**config.mk**
```make
export PLATFORM = sky130hd
export DESIGN_NAME = spi_device_interface
export DESIGN_NICKNAME = d
export VERILOG_FILES = /design/src/rtl/spi_device_interface.sv
export SDC_FILE = /design/constraint.sdc
export NUM_CORES = 1
export LEC_CHECK = 0
export BUFFER_PORTS_ARGS = -buffer_cell sky130_fd_sc_hd__buf_2
export CORE_MARGIN = 3
export CORE_UTILIZATION = 42
export CTS_CLUSTER_SIZE = 20
export DETAILED_ROUTE_END_ITERATION = 10
export SLEW_MARGIN = 20
export SYNTH_ARGS = -nofsm -noshare
export SYNTH_HDL_FRONTEND = slang
export SYNTH_SLANG_ARGS = --single-unit
export TNS_END_PERCENT = 30
```
**constraint.sdc**
```tcl
create_clock -name clk -period 5.8 [get_ports clk]
set_clock_uncertainty 0.1 [all_clocks]
set_input_delay 0.58 -clock clk [delete_from_list [all_inputs] [get_ports clk]]
set_output_delay 0.58 -clock clk [all_outputs]
set_load 0.02 [all_outputs]
```
**src/rtl/spi_device_interface.sv**
```systemverilog
// rtl/spi_device_interface.sv - SPI mode 0 device with synchronised inputs, single-byte transmit buffer
// Receives MSB-first bytes on MOSI and returns buffered bytes on MISO, all timing in the clk domain.
module spi_device_interface (
  input  logic       clk,
  input  logic       rst,
  input  logic       spi_sck,
  input  logic       spi_cs_n,
  input  logic       spi_mosi,
  output logic       spi_miso,
  output logic       spi_miso_oe,
  output logic       cs_start,
  output logic       cs_end,
  output logic       rx_valid,
  output logic [7:0] rx_data,
  input  logic       tx_data_valid,
  input  logic [7:0] tx_data,
  output logic       tx_ready
);

  typedef enum logic [1:0] {
    ST_ARM  = 2'd0,
    ST_IDLE = 2'd1,
    ST_SEL  = 2'd2
  } state_t;

  state_t     state;
  logic [1:0] sck_sync;
  logic [1:0] cs_sync;
  logic [1:0] mosi_sync;
  logic       sck_d;
  logic       cs_d;
  logic [1:0] flush;
  logic [2:0] bit_cnt;
  logic       byte_done;
  logic [7:0] rx_shift;
  logic [7:0] tx_shift;
  logic [7:0] tx_buf;

  logic       sck_s;
  logic       cs_s;
  logic       mosi_s;
  logic       sck_rise;
  logic       sck_fall;
  logic       sel_active;
  logic       start_evt;
  logic       bit_fall;
  logic       boundary;
  logic       xfer;
  logic [7:0] rx_next;

  always_ff @(posedge clk or posedge rst) begin
    if (rst) begin
      sck_sync  <= 2'b00;
      cs_sync   <= 2'b11;
      mosi_sync <= 2'b00;
      sck_d     <= 1'b0;
      cs_d      <= 1'b1;
      flush     <= 2'b00;
    end else begin
      sck_sync  <= {sck_sync[0], spi_sck};
      cs_sync   <= {cs_sync[0], spi_cs_n};
      mosi_sync <= {mosi_sync[0], spi_mosi};
      sck_d     <= sck_sync[1];
      cs_d      <= cs_sync[1];
      flush     <= {flush[0], 1'b1};
    end
  end

  assign sck_s      = sck_sync[1];
  assign cs_s       = cs_sync[1];
  assign mosi_s     = mosi_sync[1];
  assign sck_rise   = sck_s && !sck_d;
  assign sck_fall   = !sck_s && sck_d;
  // A rising CS in the same cycle as an SCK edge masks the edge.
  assign sel_active = (state == ST_SEL) && !cs_s;
  assign start_evt  = (state == ST_IDLE) && cs_d && !cs_s;
  assign bit_fall   = sel_active && sck_fall;
  assign boundary   = bit_fall && byte_done;
  assign xfer       = start_evt || boundary;
  assign rx_next    = {rx_shift[6:0], mosi_s};

  always_ff @(posedge clk or posedge rst) begin
    if (rst) begin
      state       <= ST_ARM;
      spi_miso    <= 1'b0;
      spi_miso_oe <= 1'b0;
      cs_start    <= 1'b0;
      cs_end      <= 1'b0;
      rx_valid    <= 1'b0;
      rx_data     <= 8'h00;
      tx_ready    <= 1'b1;
      bit_cnt     <= 3'd0;
      byte_done   <= 1'b0;
      rx_shift    <= 8'h00;
      tx_shift    <= 8'h00;
      tx_buf      <= 8'h00;
    end else begin
      cs_start <= 1'b0;
      cs_end   <= 1'b0;
      rx_valid <= 1'b0;
      spi_miso <= sel_active ? tx_shift[7] : 1'b0;

      case (state)
        // After reset, CS must be seen high through the flushed synchronizer before a new select.
        ST_ARM: begin
          if (flush[1] && cs_s) state <= ST_IDLE;
        end
        ST_IDLE: begin
          if (start_evt) begin
            state       <= ST_SEL;
            cs_start    <= 1'b1;
            spi_miso_oe <= 1'b1;
            bit_cnt     <= 3'd0;
            byte_done   <= 1'b0;
          end
        end
        ST_SEL: begin
          if (cs_s) begin
            state       <= ST_IDLE;
            cs_end      <= 1'b1;
            spi_miso_oe <= 1'b0;
            bit_cnt     <= 3'd0;
            byte_done   <= 1'b0;
          end else if (sck_rise) begin
            rx_shift <= rx_next;
            bit_cnt  <= bit_cnt + 3'd1;
            if (bit_cnt == 3'd7) begin
              rx_data   <= rx_next;
              rx_valid  <= 1'b1;
              byte_done <= 1'b1;
            end
          end else if (sck_fall) begin
            byte_done <= 1'b0;
          end
        end
        default: state <= ST_ARM;
      endcase

      // A load coinciding with a transfer lands in the just-emptied buffer.
      if (xfer) begin
        tx_shift <= tx_ready ? 8'h00 : tx_buf;
        tx_ready <= !tx_data_valid;
        if (tx_data_valid) tx_buf <= tx_data;
      end else begin
        if (bit_fall) tx_shift <= {tx_shift[6:0], 1'b0};
        if (tx_data_valid && tx_ready) begin
          tx_buf   <= tx_data;
          tx_ready <= 1'b0;
        end
      end
    end
  end

endmodule

```
After elaboration in Yosys (flattened, before gate mapping)
Index checks and enable logic that the tools add are counted.
{"block": "word_totals", "reg_bits": 53, "latchBits": 0, "ram_bits": 0, "rom_bits": 0, "out_inout_bits": 14, "memories": 0}
{"block": "classes", "addsub": 1, "n_mul": 0, "div_mod_pow": 0, "order_cmp": 0, "n_eq_ne": 10, "shifts": 0, "n_mux": 34, "bitwise_logic": 1, "n_reduce_logical": 25}
{"op": "8-bit 2-to-1 mux", "count": 6}
{"op": "1-bit 2-to-1 mux", "count": 18}
{"op": "3-bit AND reduction", "count": 4}
{"op": "1-bit logical AND", "count": 9}
{"op": "3-bit 2-to-1 mux", "count": 3}
{"op": "2-bit != test (second input constant)", "count": 4}
{"op": "4-bit AND reduction", "count": 2}
{"op": "2-bit 2-to-1 mux", "count": 3}
{"op": "2-bit case mux with 3 select lines", "count": 1}
{"op": "3-bit case mux with 2 select lines", "count": 1}
{"op": "2-bit nonzero test", "count": 3}
{"op": "1-bit zero test", "count": 4}
{"op": "4-bit by 3-bit != test with 1-bit output (second input constant)", "count": 1}
{"op": "4-bit != test (second input constant)", "count": 1}
{"op": "1-bit case mux with 2 select lines", "count": 2}
{"op": "3-bit by 1-bit adder with 3-bit output (second input constant)", "count": 1}
{"op": "3-bit == test (second input constant)", "count": 1}
{"op": "3-bit != test (second input constant)", "count": 1}
{"op": "2-bit by 1-bit == test with 1-bit output (second input constant)", "count": 1}
{"op": "2-bit == test (second input constant)", "count": 1}
{"op": "2-bit zero test", "count": 1}
{"op": "2-bit AND reduction", "count": 1}
{"op": "1-bit logical OR", "count": 1}
{"op": "1-bit NOT", "count": 1}

Longest topological paths before layout
{"block": "logic_depth", "ltp_word": 7, "depth_mapped": 6, "mapped_depth_nobuf": 6}

Worst setup path after synthesis
No wires, ideal clock.
{"block": "synth_path", "path_kind": "reg-to-reg", "from": "register cs_sync[1]", "to": "register tx_buf[0]", "arrival_ps": 1632, "required_ps": 5572, "path_slack_ps": 3940, "path_stages_with_launch": 5, "path_buffers": 0, "synth_period_minus_slack_ps": 1860, "cell_sequence": "dfstp_2 > and4bb_4 > a311o_1 > nand2_2 > mux2_1"}
{"block": "synth_between", "elab_chain_cells": 7, "word_cells_on_any_way": 10, "classes_between": "eq/ne (1); mux (1); reduce/logical (8)"}
{"element": "start, declared", "line_no": "28", "source": "logic [1:0] cs_sync;"}
{"element": "start signal, assigned", "line_no": "61", "source": "cs_sync <= {cs_sync[0], spi_cs_n};"}
{"element": "1-bit zero test *", "line_no": "75, 76"}
{"element": "1-bit logical AND", "line_no": "75", "source": "assign sel_active = (state == ST_SEL) && !cs_s;"}
{"element": "1-bit logical AND", "line_no": "77", "source": "assign bit_fall = sel_active && sck_fall;"}
{"element": "1-bit logical AND", "line_no": "78", "source": "assign boundary = bit_fall && byte_done;"}
{"element": "1-bit logical OR *", "line_no": "79", "source": "assign xfer = start_evt || boundary;"}
{"element": "2-bit != test (no source line) or 2-bit nonzero test (tied branches)"}
{"element": "2-bit AND reduction (no source line)"}
{"element": "end signal, assigned", "line_no": "143", "source": "if (tx_data_valid) tx_buf <= tx_data;"}
{"element": "end signal, assigned", "line_no": "147", "source": "tx_buf <= tx_data;"}
{"element": "end, declared", "line_no": "37", "source": "logic [7:0] tx_buf;"}
Mark *: on every way between the ends. The rest lies on a longest branch, timed or not.
A chain may end at the register's enable or synchronous reset.

Worst setup path in the final report
{"block": "layout_path", "from": "register state[0]", "to": "register tx_shift[0]"}
{"block": "layout_between", "elab_chain_cells": 6, "word_cells_on_any_way": 10, "classes_between": "eq/ne (2); mux (1); reduce/logical (7)"}
{"element": "start, declared", "line_no": "26", "source": "state_t state;"}
{"element": "start signal, assigned", "line_no": "84", "source": "state <= ST_ARM;"}
{"element": "start signal, assigned", "line_no": "106", "source": "if (flush[1] && cs_s) state <= ST_IDLE;"}
{"element": "start signal, assigned", "line_no": "110", "source": "state <= ST_SEL;"}
{"element": "2-bit == test", "line_no": "75"}
{"element": "1-bit logical AND", "line_no": "75"}
{"element": "1-bit logical AND", "line_no": "77"}
{"element": "1-bit logical AND", "line_no": "78"}
{"element": "1-bit logical OR", "line_no": "79"}
{"element": "8-bit 2-to-1 mux or 2-bit nonzero test (tied branches)"}
{"element": "end signal, assigned", "line_no": "141", "source": "tx_shift <= tx_ready ? 8'h00 : tx_buf;"}
{"element": "end signal, assigned", "line_no": "145", "source": "if (bit_fall) tx_shift <= {tx_shift[6:0], 1'b0};"}
{"element": "end, declared", "line_no": "36", "source": "logic [7:0] tx_shift;"}
Several ways; a longest one is shown, not always the timed one.

==> out/metrics.yaml <==
clk_pin_slew_worst_paths_ns: 0.09
p_leak_nw: 1.18
synth_edf_count: 0
grt_overflow: 0
cts_buffer_depth: 2
wl_um: 3120
async_flop_share_pct: 100
worstPathMaxFanout: 15
rsz0062_at_grt: "false"
met1_usage_pct: 14.3
drive_above_1_share_pct: 25.1
yosysTopAreaCellShare_pct: 58.8
die_w_um: 76.5
rr_endpoint: "tx_shift[0]$_DFFE_PP0P_"
crit_end: "tx_shift[0]$_DFFE_PP0P_"
critPathLaunchType: "register"
grt_usage_pct: 12.2
numCtsBuffers: 5
placementRows: 25
drtIter0Drc: 45
htreeDepth: 2
r2r_start: "state[0]$_DFFE_PP0P_"
grt_pass1_wl_um: 5740
grt_antenna_before_repair: 0
peakVddDrop_mv: 0.163
tns_ns: 0
grt_busiest_layer: "met2"
min_period_ns: 2.09
vias_per_cell: 4.78
multi_input_area_sq_um: 714
synth.top_cells.by_area: "dfrtp_1, mux2_1, dfstp_2"
grt_pass1_vias: 1307
diodes: 0
drv_cap: 0
crit_required_ns: 5.89
synth_nets: 173
ctsHoldBuffers: 0
synth_area_sq_um: 2090
coreArea_sq_um: 4750
synth_warnings: 0
via_count: 1215
fmax_mhz: 479
ant_nets: 0
cts_tree: "built"
cts-resized-gates: 0
relSlewSlack_pct: 34.2
io-pin-count: 28
power_density_nw_per_um2: 351
io_buffers: 27
ys_seq_area_share_pct: 63.8
tightest_slew_ns: 0.987
num-fill-cells: 454
die_area_sq_um: 5850
synth_adder_area_share_pct: 1.20
die_h_um: 76.5
wl_per_cell_um: 12.3
setup_viol: 0
syn_area_per_cell_sq_um: 13.3
post-route-period-util_pct: 36.0
use_met3_pct: 3.43
synth_compound_area_share_pct: 6.24
cts_setup_buffers: 0
detailed_place_hpwl_um: 2240
insertion_delay_ns: 0.30
initial_core_util_pct: 43.9
gr-usage-met2_pct: 20.9
synth_area_leader_cell: "dfrtp_1"
cp.arrival_ns: 2.18
r2r_slack_ns: 3.71
startpoint: "state[0]$_DFFE_PP0P_"
setup.worst_path.class: "register to register"
status: "complete, no violations"
drc: 0
synth-main-ff-cell: "dfrtp_1"
min_path_type: "register to register"
layout.nets: 202
synth_top_family_by_area: "multiplexers"
synthSimpleGateAreaFrac_pct: 13.1
post_synth_num_cell_types: 32
gp_congestion: 0.779
syn2layout_area_growth_pct: 15.1
hold_viol_final: 0
postSynthCellCount: 157
endpoint_kind: "register"
power_uw: 843
ys_ff_latch: 53
clock-sinks: 53
grt_max_degree: 54
reg2reg_depth: 3
cts-root-buf: "clkbuf_8"
muxShareOfSynthArea_pct: 13.5
synth-xor-area-share_pct: 0
hold_slack_ns: 0.260
finalMaxSlewViolations: 0
seqCellArea_sq_um: 1330
first_pass_iters: 4
==> cells in the mapped netlist (2+ instances only) <==
| cell | count |
|---|---|
| mux2_2 | 2 |
| a21oi_1 | 4 |
| inv_1 | 3 |
| buf_2 | 4 |
| or3b_1 | 7 |
| o21ai_0 | 3 |
| dfrtp_1 | 49 |
| nor2b_1 | 4 |
| mux2_1 | 23 |
| a31oi_1 | 7 |
| dfstp_2 | 4 |
| nor2_1 | 14 |
| a22o_1 | 2 |
| ha_1 | 2 |
| nand2_1 | 12 |
==> where the power goes <==
part / internal, mW / switching (mW) / total [mW]
Sequential: 0.434 / 0.0383 / 0.472
Clock: 0.140 / 0.112 / 0.253
Combinational: 0.0606 / 0.0585 / 0.119
Total: 0.634 / 0.209 / 0.843
==> flip-flops by register name (all words and copies together), names as in the netlist <==
name / flops
bit_cnt: 3
flush: 2
rx_valid: 1
cs_sync: 2
rx_data: 8
mosi_sync: 2
spi_miso_oe: 1
cs_end: 1
tx_shift: 8
rx_shift: 7
tx_buf: 8
state: 2
cs_d: 1
sck_sync: 2
byte_done: 1
spi_miso: 1
tx_ready: 1
sck_d: 1
cs_start: 1
==> worst min path at each step <==
stage / from / to / slack, ns / cells after the start
2_1_floorplan: flush[0]$_DFF_PP0_ / flush[1]$_DFF_PP0_ / 0.23 / 0
3_3_place_gp: flush[0]$_DFF_PP0_ / flush[1]$_DFF_PP0_ / 0.23 / 0
3_5_place_dp: flush[0]$_DFF_PP0_ / flush[1]$_DFF_PP0_ / 0.24 / 0
4_1_cts: spi_cs_n / cs_sync[0]$_DFF_PP1_ / 0.26 / 1
5_1_grt: spi_cs_n / cs_sync[0]$_DFF_PP1_ / 0.26 / 1
6_report: cs_sync[0]$_DFF_PP1_ / cs_sync[1]$_DFF_PP1_ / 0.26 / 0
==> stage by stage <==
step	instance area [sq um]	util [%]	worst slack, ns	std cells
floorplan	2090	-	3.84	157
global placement	2280	47.9	3.78	246
detailed placement	2280	47.9	3.70	246
CTS	2400	50.5	3.70	254
global route	2400	50.5	3.52	254
finish	2400	50.5	3.71	254
==> layer usage <==
| metal | share of wire (%) | up-vias |
|---|---|---|
| met5 | 0 | - |
| met4 | 2.0 | 0 |
| met3 | 4.9 | 5 |
| met2 | 47 | 26 |
| met1 | 46 | 579 |
| li1 | - | 605 |
==> kinds of logic after synthesis <==
family,after synthesis
DFF,53
adders and majority gates,2
buffers and inverters,9
muxes,25
other,1
and+or+nand+nor,47
AOI/OAI and AO/OA,20
==> critical path: stages (launching register included) <==
cell and delay [ns]:
dfrtp_1 0.47, nand4bb_1 0.21, a21oi_1 0.79, mux2_2 0.41
==> cell type report <==
type | instances | area share [%]
flip-flops and latches | 53 | 55.4
well taps | 67 | 3.49
clock buffers | 6 | 3.44
multi-input cells | 95 | 29.8
repair buffers | 27 | 5.63
clock inverters | 2 | 1.56
inverters | 4 | 0.677
==> placed cells by master (no fill, tap or decap), types with 2 or more instances in the layout <==
cell	n
a21oi_1	4
a22o_1	2
a31oi_1	7
buf_2	27
clkbuf_8	6
dfrtp_1	49
dfstp_2	4
ha_1	2
inv_1	2
mux2_1	23
mux2_2	2
nand2_1	12
nor2_1	14
nor2b_1	4
o21ai_0	3
or3b_1	7
(Power assumes the default switching activity.)
